File: src/rtl/fixed_point_pkg.sv
// fixed_point_pkg: shared states, mode encodings and sizing helper for the arg-best tracker
package fixed_point_pkg;

    typedef enum logic [1:0] {
        IDLE,
        SCAN,
        DONE
    } state_t;

    localparam logic MODE_MIN = 1'b0;
    localparam logic MODE_MAX = 1'b1;

    function automatic int idx_width(input int n);
        return (n < 2) ? 1 : $clog2(n);
    endfunction

endpackage

File: src/rtl/fixed_point_select.sv
// fixed_point_select: decides whether a candidate displaces the running best
module fixed_point_select
    import fixed_point_pkg::*;
#(
    parameter int WIDTH = 8
) (
    input  logic signed [WIDTH-1:0] cand,
    input  logic signed [WIDTH-1:0] best,
    input  logic                    mode,
    input  logic                    tie_latest,
    output logic                    replace
);

    logic gt;
    logic eq;
    logic lt;

    // signed three-way compare; equality defers to the tie policy
    always_comb begin
        gt = cand > best;
        eq = cand == best;
        lt = cand < best;
        replace = eq ? tie_latest : (mode == MODE_MAX) ? gt : lt;
    end

endmodule

File: src/rtl/fixed_point_argbest.sv
// fixed_point_argbest: streaming signed arg-min/arg-max over a framed valid/ready stream
module fixed_point_argbest
    import fixed_point_pkg::*;
#(
    parameter int WIDTH      = 8,
    parameter int MAX_ITEMS  = 16,
    parameter int TIE_LATEST = 0,
    localparam int IDXW      = idx_width(MAX_ITEMS)
) (
    input  logic                    clk,
    input  logic                    rstn,
    input  logic                    mode_in,
    input  logic signed [WIDTH-1:0] value_in,
    input  logic                    valid_in,
    input  logic                    last_in,
    output logic                    ready_out,
    output logic signed [WIDTH-1:0] best_value_out,
    output logic [IDXW-1:0]         best_index_out,
    output logic [IDXW:0]           count_out,
    output logic                    overflow_out,
    output logic                    valid_out,
    input  logic                    ready_in
);

    localparam logic [IDXW:0] LAST_POS = (IDXW + 1)'(MAX_ITEMS - 1);

    state_t                  state;
    state_t                  state_nx;
    logic                    mode_r;
    logic signed [WIDTH-1:0] best;
    logic [IDXW-1:0]         idx;
    logic [IDXW:0]           count;
    logic                    accept;
    logic                    first;
    logic                    replace;
    logic                    truncate;
    logic                    frame_end;
    logic signed [WIDTH-1:0] best_nx;
    logic [IDXW-1:0]         idx_nx;
    logic [IDXW:0]           count_nx;

    fixed_point_select #(
        .WIDTH(WIDTH)
    ) u_select (
        .cand      (value_in),
        .best      (best),
        .mode      (mode_r),
        .tie_latest(TIE_LATEST != 0),
        .replace   (replace)
    );

    // beat qualification and the running-best candidate values for this beat
    always_comb begin
        accept    = valid_in & ready_out;
        first     = state == IDLE;
        truncate  = state == SCAN && count == LAST_POS && !last_in;
        frame_end = accept & (last_in | truncate);
        best_nx   = (first | replace) ? value_in : best;
        idx_nx    = first ? '0 : replace ? count[IDXW-1:0] : idx;
        count_nx  = first ? (IDXW + 1)'(1) : count + 1'b1;
    end

    // next-state: IDLE opens a frame, SCAN runs until last/truncation, DONE waits for the sink
    always_comb begin
        state_nx = state;
        case (state)
            IDLE:    state_nx = accept ? (last_in ? DONE : SCAN) : IDLE;
            SCAN:    state_nx = frame_end ? DONE : SCAN;
            DONE:    state_nx = ready_in ? IDLE : DONE;
            default: state_nx = IDLE;
        endcase
    end

    // state register plus registered handshake flags derived from the next state
    always_ff @(posedge clk or negedge rstn) begin
        if (!rstn) begin
            state     <= IDLE;
            ready_out <= 1'b0;
            valid_out <= 1'b0;
        end else begin
            state     <= state_nx;
            ready_out <= state_nx != DONE;
            valid_out <= state_nx == DONE;
        end
    end

    // running best/index/count advance only on accepted beats; mode latched at frame start
    always_ff @(posedge clk or negedge rstn) begin
        if (!rstn) begin
            mode_r <= MODE_MIN;
            best   <= '0;
            idx    <= '0;
            count  <= '0;
        end else if (accept) begin
            mode_r <= first ? mode_in : mode_r;
            best   <= best_nx;
            idx    <= idx_nx;
            count  <= count_nx;
        end
    end

    // result registers capture the final beat's outcome and hold until the next frame ends
    always_ff @(posedge clk or negedge rstn) begin
        if (!rstn) begin
            best_value_out <= '0;
            best_index_out <= '0;
            count_out      <= '0;
            overflow_out   <= 1'b0;
        end else if (frame_end) begin
            best_value_out <= best_nx;
            best_index_out <= idx_nx;
            count_out      <= count_nx;
            overflow_out   <= truncate;
        end
    end

endmodule

File: config.mk
export PLATFORM = sky130hd
export DESIGN_NAME = fixed_point_argbest
export DESIGN_NICKNAME = d
export VERILOG_FILES = /design/src/rtl/fixed_point_pkg.sv /design/src/rtl/fixed_point_select.sv /design/src/rtl/fixed_point_argbest.sv
export SDC_FILE = /design/constraint.sdc
export NUM_CORES = 1
export LEC_CHECK = 0
export ABC_AREA = 1
export CAP_MARGIN = 20
export CORE_MARGIN = 1
export CORE_UTILIZATION = 30
export CTS_CLUSTER_DIAMETER = 120
export DETAILED_ROUTE_END_ITERATION = 7
export GPL_ROUTABILITY_DRIVEN = 0
export GPL_TIMING_DRIVEN = 0
export PLACE_DENSITY = 0.52
export SKIP_CTS_REPAIR_TIMING = 1
export SYNTH_ARGS = -nofsm -noshare
export SYNTH_HDL_FRONTEND = slang
export SYNTH_HIERARCHICAL = 1
export SYNTH_SLANG_ARGS = --single-unit
File: constraint.sdc
create_clock -name clk -period 1.8 [get_ports clk]
set_input_delay 0.36 -clock clk [delete_from_list [all_inputs] [get_ports clk]]
set_output_delay 0.36 -clock clk [all_outputs]
set_load 0.03 [all_outputs]
==> out/metrics.yaml <==
run_status:
  violations: "setup timing"
  status: "complete, but fails checks"
cells_and_area:
  nNetsFinal: 345
  utilization_pct: 42.7
  area_growth_pct: 37.6
  multi_input_area_um2: 1100
  drive_gt1_share_pct: 20.5
  seq_area_um2: 1000
  fillers: 710
  diodes: 0
detailed_routing:
  dr.pass1.iters: 5
  routed_via_density: 4.51
  routed_wl_mm: 4.94
  drc: 0
  drt_iter0_markers: 66
  drtAntennaViolNets: 0
  routedWlPerCell_um: 12.3
  via_count: 1814
die:
  dieArea_um2: 7330
  initial_core_util_pct: 31.0
  chipWidth_um: 85.6
  io-pin-count: 34
  rows: 30
  die_h_um: 85.6
  core_um2: 6760
timing:
  setup_tns_ns: -1.06
  fin_ws_ns: -0.0820
  whs_ns: 0.441
  hold_viol: 0
  fin_skew_ns: 0.00571
  fmax_mhz: 531
  slew_headroom_pct: 65.3
  post-route-period-util_pct: 105
  rsz0062_at_grt: "yes"
  worst_pin_slew_ns: 0.520
  finalSetupViolCount: 22
  fin_crit_ns: 1.88
  slew_viol_final: 0
clock_network:
  clk_pin_slew_ns: 0.08
  htreeDepth: 2
  root_buffer: "clkbuf_8"
  numCtsBuffers: 5
  cts_tree: "yes"
  cts_buffer_depth: 2
  clock_latency_ns: 0.30
  clock_sinks: 40
logic_synthesis:
  syn_nets: 298
  yosysTopAreaCell: "dfrtp_1"
  synth_area_per_cell_um2: 7.65
  synth-seq-area-share_pct: 47.7
  synth_top_area_share_pct: 47.7
  synthesis.area_um2: 2100
  synth_xor_xnor_area_share_pct: 0.418
  synthSimpleGateAreaFrac_pct: 36.3
  synthCells: 274
  synth-compound-area-share_pct: 2.98
  synth_cell_type_count: 24
  ys_warn_count: 6
  synth_area_leaders: "dfrtp_1 (48%), nand2_1 (25%), ha_1 (6.0%)"
  synth_top_family_by_area: "simple AND/OR/NAND/NOR gates"
  synthMuxAreaShare_pct: 0
  ys_ff_latch: 40
  synth_fa_ha_area_share_pct: 5.97
global_route:
  grt_pass1_vias: 1813
  grtUsageTotal_pct: 14.6
  grt_pass1_wl_mm: 8.40
  grt_max_degree: 26
  grt.overflow.total: 0
  antenna_found_initial: 0
setup_path:
  cp-start-kind: "register"
  critPathArrivalTime_ns: 2.12
  end_kind: "register"
  cp_max_fo: 8
  rr_worst_depth: 12
  crit_required_ns: 2.04
  critical_path_class: "register to register"
job:
  drv_cap: 0
pwr:
  p_leak_nw: 1.51
  p_per_area_nw_per_um2: 1710
  totalPowerFinal_mw: 4.93
  vdd_drop_max_uv: 707
min_path:
  hold_path.class: "primary input to register"
  hold_path_depth: 5
placed_design:
  dp_hpwl_mm: 3.48
  portBuffers: 33
## metal layers
metal | vias to the layer above | GRT usage [%] | share of wire (%)
met2 | 33 | 24.0 | 46
met3 | 4 | 3.56 | 3.6
met4 | 0 | 3.18 | 0.69
met1 | 836 | 19.5 | 49
met5 | - | 0 | 0
li1 | 941 | - | -
## metrics by stage
step	setup WS, ns	instances	cell area, um2
floorplan	0.0255	274	2100
global placement	-0.785	387	2530
detailed placement	-0.685	388	2550
CTS	-0.372	396	2680
global route	-0.228	402	2890
finish	-0.0820	402	2890
## report_power, final
| group | internal, mW | leakage [nW] | switching (mW) |
|---|---|---|---|
| logic | 1.02 | 0.932 | 1.61 |
| clock network | 0.489 | 0.0645 | 0.324 |
| registers | 1.24 | 0.518 | 0.248 |
## final timing paths
| kind | startpoint | end | slack [ns] |
|---|---|---|---|
| worst max register to register | best[7]$_DFFE_PN0P_ | best_value_out[7]$_DFFE_PN0P_ | -0.08 |
| worst min-delay path | value_in[0] | best[0]$_DFFE_PN0P_ | 0.44 |
| min in group asynchronous | rstn | best[1]$_DFFE_PN0P_ | 0.51 |
| worst max-delay path | best[7]$_DFFE_PN0P_ | best_value_out[7]$_DFFE_PN0P_ | -0.08 |
| max in group asynchronous | rstn | state[0]$_DFF_PN0_ | 0.83 |
| worst min register to register | idx[1]$_DFFE_PN0P_ | idx[1]$_DFFE_PN0P_ | 0.50 |
## flip-flops by register name, summed over array words and instances (netlist names)
signal / count
count_out: 5
mode_r: 1
state: 2
best_value_out: 8
valid_out: 1
idx: 4
best: 8
best_index_out: 4
ready_out: 1
count: 5
overflow_out: 1
## layout by cell type, fill, tap and decap left out, types with 2 or more instances in the layout
master,count
a21oi_2,6
buf_4,5
nand3_1,21
ha_1,6
o21ai_0,2
nand2_1,121
dfrtp_1,40
dlymetal6s2s_1,8
nor2_1,9
nor2_2,3
buf_6,3
nand3b_1,3
nand2_2,17
clkbuf_8,7
inv_2,7
nand3_2,2
nor2_4,3
clkdlybuf4s50_1,24
ha_4,4
buf_2,4
inv_1,13
## cell families (layout without fill, tap and decap cells)
family / after synthesis / after routing
flip-flops: 40 / 40
adder cells (fa/ha/maj): 10 / 10
other: 1 / 1
AO/OA/AOI/OAI: 11 / 11
buffers and inverters: 29 / 77
AND/OR/NAND/NOR: 182 / 182
XOR/XNOR: 1 / 1
## layout make-up
cell class                 count  area share (%)
buffer                         8            1.95
multi-input combinational    205            38.3
tap                           80            3.47
clock inverter                 1            1.04
inverter                      21            2.91
clock buffer                   7            3.34
sequential                    40            34.7
timing repair buffer          40            14.3
## synth_stat cells
cell / number
a21boi_0: 1
a21o_1: 1
a21oi_1: 6
buf_1: 1
buf_2: 3
buf_6: 3
clkbuf_1: 1
conb_1: 1
dfrtp_1: 40
ha_1: 10
inv_1: 18
inv_2: 3
nand2_1: 137
nand2_2: 3
nand3_1: 22
nand3_2: 1
nand3b_1: 3
nand4_1: 1
nor2_1: 10
nor2_2: 3
nor2_4: 2
o211ai_1: 1
o21ai_0: 2
xnor2_1: 1
## worst max-delay path, cell delays in order, from the launching register on
cell and delay (ns):
dfrtp_1 0.38, inv_1 0.10, ha_4 0.22, a21o_1 0.18
nor2_2 0.12, nand3_1 0.09, nand3_2 0.10, nand2_4 0.10
nor2_4 0.21, nand2_1 0.09, nand2_2 0.09, nand2_1 0.08
nand2_1 0.06
No activity file was read; power rests on OpenSTA's default activity.
